$ cat config.mk
export PLATFORM = sky130hd
export DESIGN_NAME = sel_arb_32x4
export DESIGN_NICKNAME = d
export VERILOG_FILES = /design/src/rtl/sel_arb_32x4.sv
export SDC_FILE = /design/constraint.sdc
export NUM_CORES = 1
export LEC_CHECK = 0
export BUFFER_PORTS_ARGS = -buffer_cell sky130_fd_sc_hd__buf_2
export CORE_ASPECT_RATIO = 0.5
export CORE_UTILIZATION = 25
export CTS_CLUSTER_DIAMETER = 100
export DETAILED_ROUTE_END_ITERATION = 8
export GPL_TIMING_DRIVEN = 1
export PLACE_DENSITY_LB_ADDON = 0.08
export SETUP_SLACK_MARGIN = 0.5
export SYNTH_ARGS = -nofsm -noshare
export SYNTH_HDL_FRONTEND = slang
export SYNTH_SLANG_ARGS = --single-unit
$ cat constraint.sdc
create_clock -name clk -period 5.18 [get_ports clk]
set_input_delay 0.518 -clock clk [delete_from_list [all_inputs] [get_ports clk]]
set_output_delay 0.518 -clock clk [all_outputs]
set_load 0.01 [all_outputs]
$ cat src/rtl/sel_arb_32x4.sv
// Four-source packet arbiter feeding a 32x4 priority select and one output register.
// Optional round-robin priority rotation enabled by defining SEL_ARB_RR_EN.
module sel_arb_32x4 #(
    parameter int WIDTH = 32
) (
    input  logic             clk,
    input  logic             reset,
    input  logic [3:0]       req_valid,
    input  logic [3:0]       req_last,
    input  logic [WIDTH-1:0] req_data0,
    input  logic [WIDTH-1:0] req_data1,
    input  logic [WIDTH-1:0] req_data2,
    input  logic [WIDTH-1:0] req_data3,
    output logic [3:0]       req_ready,
    output logic [3:0]       gnt,
    output logic             out_valid,
    output logic [WIDTH-1:0] out_data,
    output logic             out_last,
    output logic [1:0]       out_src,
    input  logic             out_ready
);

    typedef enum logic {IDLE, BUSY} state_t;

    state_t           r_state;
    state_t           w_state_nxt;
    logic [1:0]       r_owner;
    logic [1:0]       w_ptr;
    logic             r_out_valid;
    logic [WIDTH-1:0] r_out_data;
    logic             r_out_last;
    logic [1:0]       r_out_src;

    logic [WIDTH-1:0] w_data [4];
    logic [3:0]       w_arb;
    logic             w_arb_found;
    logic [1:0]       w_scan;
    logic [3:0]       w_gnt;
    logic             w_can_load;
    logic [3:0]       w_ready;
    logic             w_accept;
    logic [1:0]       w_gidx;
    logic [WIDTH-1:0] w_sel_data;
    logic             w_sel_last;
    logic             w_sel_found;

    assign w_data[0] = req_data0;
    assign w_data[1] = req_data1;
    assign w_data[2] = req_data2;
    assign w_data[3] = req_data3;

    // Rotating scan: first valid request at or after ptr, wrapping mod 4.
    always_comb begin
        w_arb       = '0;
        w_arb_found = 1'b0;
        w_scan      = '0;
        for (int unsigned k = 0; k < 4; k++) begin
            w_scan = w_ptr + 2'(k);
            if (!w_arb_found && req_valid[w_scan]) begin
                w_arb[w_scan] = 1'b1;
                w_arb_found   = 1'b1;
            end
        end
    end

    always_comb begin
        w_gnt = '0;
        if (!reset) begin
            if (r_state == BUSY)
                w_gnt = 4'b0001 << r_owner;
            else
                w_gnt = w_arb;
        end
    end

    assign w_can_load = !r_out_valid || out_ready;
    assign w_ready    = w_gnt & req_valid & {4{w_can_load}};
    assign w_accept   = |w_ready;

    // Priority select: lowest set select bit wins, so a one-hot grant picks exactly its source.
    always_comb begin
        w_sel_data  = '0;
        w_sel_last  = 1'b0;
        w_gidx      = '0;
        w_sel_found = 1'b0;
        for (int unsigned k = 0; k < 4; k++) begin
            if (!w_sel_found && w_gnt[k]) begin
                w_sel_data  = w_data[k];
                w_sel_last  = req_last[k];
                w_gidx      = 2'(k);
                w_sel_found = 1'b1;
            end
        end
    end

    always_comb begin
        w_state_nxt = r_state;
        if (w_accept) begin
            if (r_state == IDLE && !w_sel_last)
                w_state_nxt = BUSY;
            else if (r_state == BUSY && w_sel_last)
                w_state_nxt = IDLE;
        end
    end

    always_ff @(posedge clk) begin
        if (reset) begin
            r_state <= IDLE;
            r_owner <= '0;
        end else begin
            r_state <= w_state_nxt;
            if (w_accept && r_state == IDLE && !w_sel_last)
                r_owner <= w_gidx;
        end
    end

`ifdef SEL_ARB_RR_EN
    logic [1:0] r_ptr;

    always_ff @(posedge clk) begin
        if (reset)
            r_ptr <= '0;
        else if (w_accept && w_sel_last)
            r_ptr <= w_gidx + 2'd1;
    end

    assign w_ptr = r_ptr;
`else
    assign w_ptr = '0;
`endif

    always_ff @(posedge clk) begin
        if (reset) begin
            r_out_valid <= 1'b0;
            r_out_data  <= '0;
            r_out_last  <= 1'b0;
            r_out_src   <= '0;
        end else if (w_accept) begin
            r_out_valid <= 1'b1;
            r_out_data  <= w_sel_data;
            r_out_last  <= w_sel_last;
            r_out_src   <= w_gidx;
        end else if (out_ready) begin
            r_out_valid <= 1'b0;
        end
    end

    assign gnt       = w_gnt;
    assign req_ready = w_ready;
    assign out_valid = r_out_valid;
    assign out_data  = r_out_data;
    assign out_last  = r_out_last;
    assign out_src   = r_out_src;

endmodule

==> impl_metrics.csv <==
group,metric,value,unit
clocking,cts-resized-gates,0,
floorplan,dieArea,9980,um2
power_and_ir_drop,vdd_ir_drop_max,0.138,mV
logic_synthesis,seq_area_frac_synth,0.327,
timing,rsz0062_at_grt,"false",
cells_and_area,n_antenna_cell,0,
floorplan,initial_core_util,0.266,
logic_synthesis,async_reset_ff_frac,0,
clocking,cts-root-buf,"clkbuf_16",
flow_run,maxCapViolCount,0,
timing,period_share,0.547,
placed_design,placed_area,3330,um2
drt,ant_nets,0,
timing,min_period,2.84,ns
floorplan,num_io_pins,183,
logic_synthesis,synth_compound_area_frac,0.406,
drt,post_drt_wl_per_cell,16.1,um
global_route,gr-usage-all-layers,0.173,
clocking,h-tree-depth,2,
drt,drc_errors,0,
logic_synthesis,ys_seq_elements,39,
cells_and_area,finish.instance_area,3480,um2
logic_synthesis,ys_warn_count,0,
worst_setup_path,critical_path_required,4.66,ns
placed_design,place.gp.congestion,0.856,
logic_synthesis,ys_dominant_reg_cell,"dfxtp_1",
drt,vias,2800,
logic_synthesis,synth-edff-count,0,
power_and_ir_drop,power.leakage,1.53,nW
drt,totalWireLength,8.74,mm
power_and_ir_drop,cellPowerDensity,270,nW/um2
global_route,grt_max_degree,58,
cells_and_area,fillers,945,
drt,viasPerCell,5.16,
clocking,cts_tree,"yes",
worst_setup_path,start_kind,"primary input",
logic_synthesis,netlist_area,2390,um2
logic_synthesis,synthMuxAreaShare,0.0126,
global_route,grt.overflow.total,0,
timing,relSlewSlack,0.355,
logic_synthesis,synth_fa_ha_area_frac,0.00524,
cells_and_area,drive_above_1_share,0.545,
timing,finalSetupViolations,0,
floorplan,chipWidth,140,um
logic_synthesis,avgSynthCellArea,9.26,um2
logic_synthesis,synth_xor_area_frac,0,
clocking,cts_setup_buffers,0,
floorplan,design.core.area,8980,um2
global_route,antenna_found_initial,0,
drt,dr.pass1.iters,8,
global_route,grt_first_pass_wirelength,13.7,mm
logic_synthesis,synth_top_family_by_area,"compound AO/OA/AOI/OAI gates",
logic_synthesis,synthSimpleGateAreaFrac,0.177,
timing,tightest_slew,0.966,ns
placed_design,numPortBuffers,182,
clocking,clk_pin_slew,0.06,ns
floorplan,die_h,71.1,um
timing,max_freq,353,MHz
worst_setup_path,critPathMaxFanout,41,
placed_design,dp_hpwl,6.60,mm
timing,holdWs,0.462,ns
drt,drt_iter0_drc,184,
timing,hold_viol,0,
clocking,cts_buffers,5,
run_status,outcome,"complete, no violations",
timing,setup_tns,0,ns
worst_setup_path,path_class,"in -> out",
global_route,grt_pass1_vias,2725,
cells_and_area,fin_nets,565,
cells_and_area,area_growth,45.6,%
clocking,hold_buffers,0,
clocking,clkLatencyLatePin,0.28,ns
hold_path,min_path_type,"reg -> reg",
timing,finalClockSkew,0.00695,ns
clocking,cts.path.max_buffers,2,
floorplan,num_rows,24,
timing,maxSlewViolCount,0,
worst_setup_path,worstPathArrival,2.32,ns
logic_synthesis,synthesis.nets,398,
logic_synthesis,synth_cell_types,43,
clocking,cts.sinks,39,
worst_setup_path,critPathCaptureType,"primary output",
logic_synthesis,syn_inst,258,
power_and_ir_drop,power,0.000939,W
cells in the final DEF (no fill, tap or decap), types with 2 or more instances in the layout:
master,Yosys,final
a211oi_1,2,2
a21oi_1,6,6
a222oi_1,31,31
a311oi_1,3,3
a311oi_2,28,28
buf_2,16,182
buf_4,3,4
clkbuf_16,0,5
clkinvlp_4,0,2
dfxtp_1,39,39
inv_1,4,4
mux2i_1,3,3
nand2_1,38,38
nand2b_1,4,4
nand3b_1,2,2
nor2_1,39,39
o21ai_0,3,3
o22ai_1,3,3
per-layer routing:
metal	share of wire	vias up	GRT usage	wire length, um
li1	-	1359	-	-
met2	0.49	112	0.307	4300
met1	0.44	1321	0.214	3830
met3	0.062	8	0.0454	545
met5	0	-	0	0
met4	0.0082	0	0.0354	72
report_power, final:
group | switching, W | leakage, nW | internal, W
logic | 0.000155 | 1.15 | 0.000128
registers | 0.0000201 | 0.322 | 0.000332
clock network | 0.000127 | 0.0658 | 0.000177
total | 0.000301 | 1.53 | 0.000638
cell type report:
class                      instances  area [um2]  area share
tap                              117         146      0.0421
multi-input combinational        188        1450       0.415
clock inverter                     3        20.0     0.00575
timing repair buffer             186         941       0.270
inverter                           5        21.3     0.00611
sequential                        39         781       0.224
clock buffer                       5         125      0.0360
state kept, by name, indices dropped and copies added (netlist names):
register / cells
r_state: 1
out_data: 32
r_owner: 2
out_src: 2
out_last: 1
out_valid: 1
worst max-delay path, stage by stage:
cell      delay [ns]
buf_2           0.16
buf_4           0.53
o21bai_2        0.28
inv_1           0.34
buf_4           0.31
buf_2           0.15
synth_stat cells, drive strengths merged (2+ instances only):
cell type	number	area (um2)
a211oi	2	15.0
a21oi	8	47.6
a222oi	31	310
a311oi	31	447
buf	22	136
clkbuf	4	15.0
dfxtp	39	781
inv	5	21.3
mux2i	3	30.0
nand2	38	143
nand2b	4	25.0
nand3b	2	15.0
nor2	39	146
o21a	2	15.0
o21ai	3	15.0
o22ai	3	18.8
or3b	2	17.5
or4b	2	23.8
final timing paths:
path,from,endpoint,slack (ns),cells past startpoint
min reg2reg,out_last,out_last,0.46,2
max,reset,gnt[2],2.34,6
min,out_last,out_last,0.46,2
max reg2reg,r_state,out_data[30],2.58,6
logic make-up (layout without fill, tap and decap cells):
group           Yosys count  after routing
flops                    39             39
buf+inv                  31            199
fa+ha+maj                 1              1
mux                       3              3
compound gates           90             90
simple gates             94             94
stage by stage:
| stage | worst slack (ns) | utilization | instances |
|---|---|---|---|
| after global routing | 2.16 | 0.388 | 543 |
| final | 2.34 | 0.388 | 543 |
| after floorplan | 2.94 | - | 258 |
| after global placement | 2.35 | 0.371 | 535 |
| after CTS | 2.30 | 0.388 | 543 |
| after detailed placement | 2.24 | 0.371 | 535 |
Power figures use the tool's default switching activity.
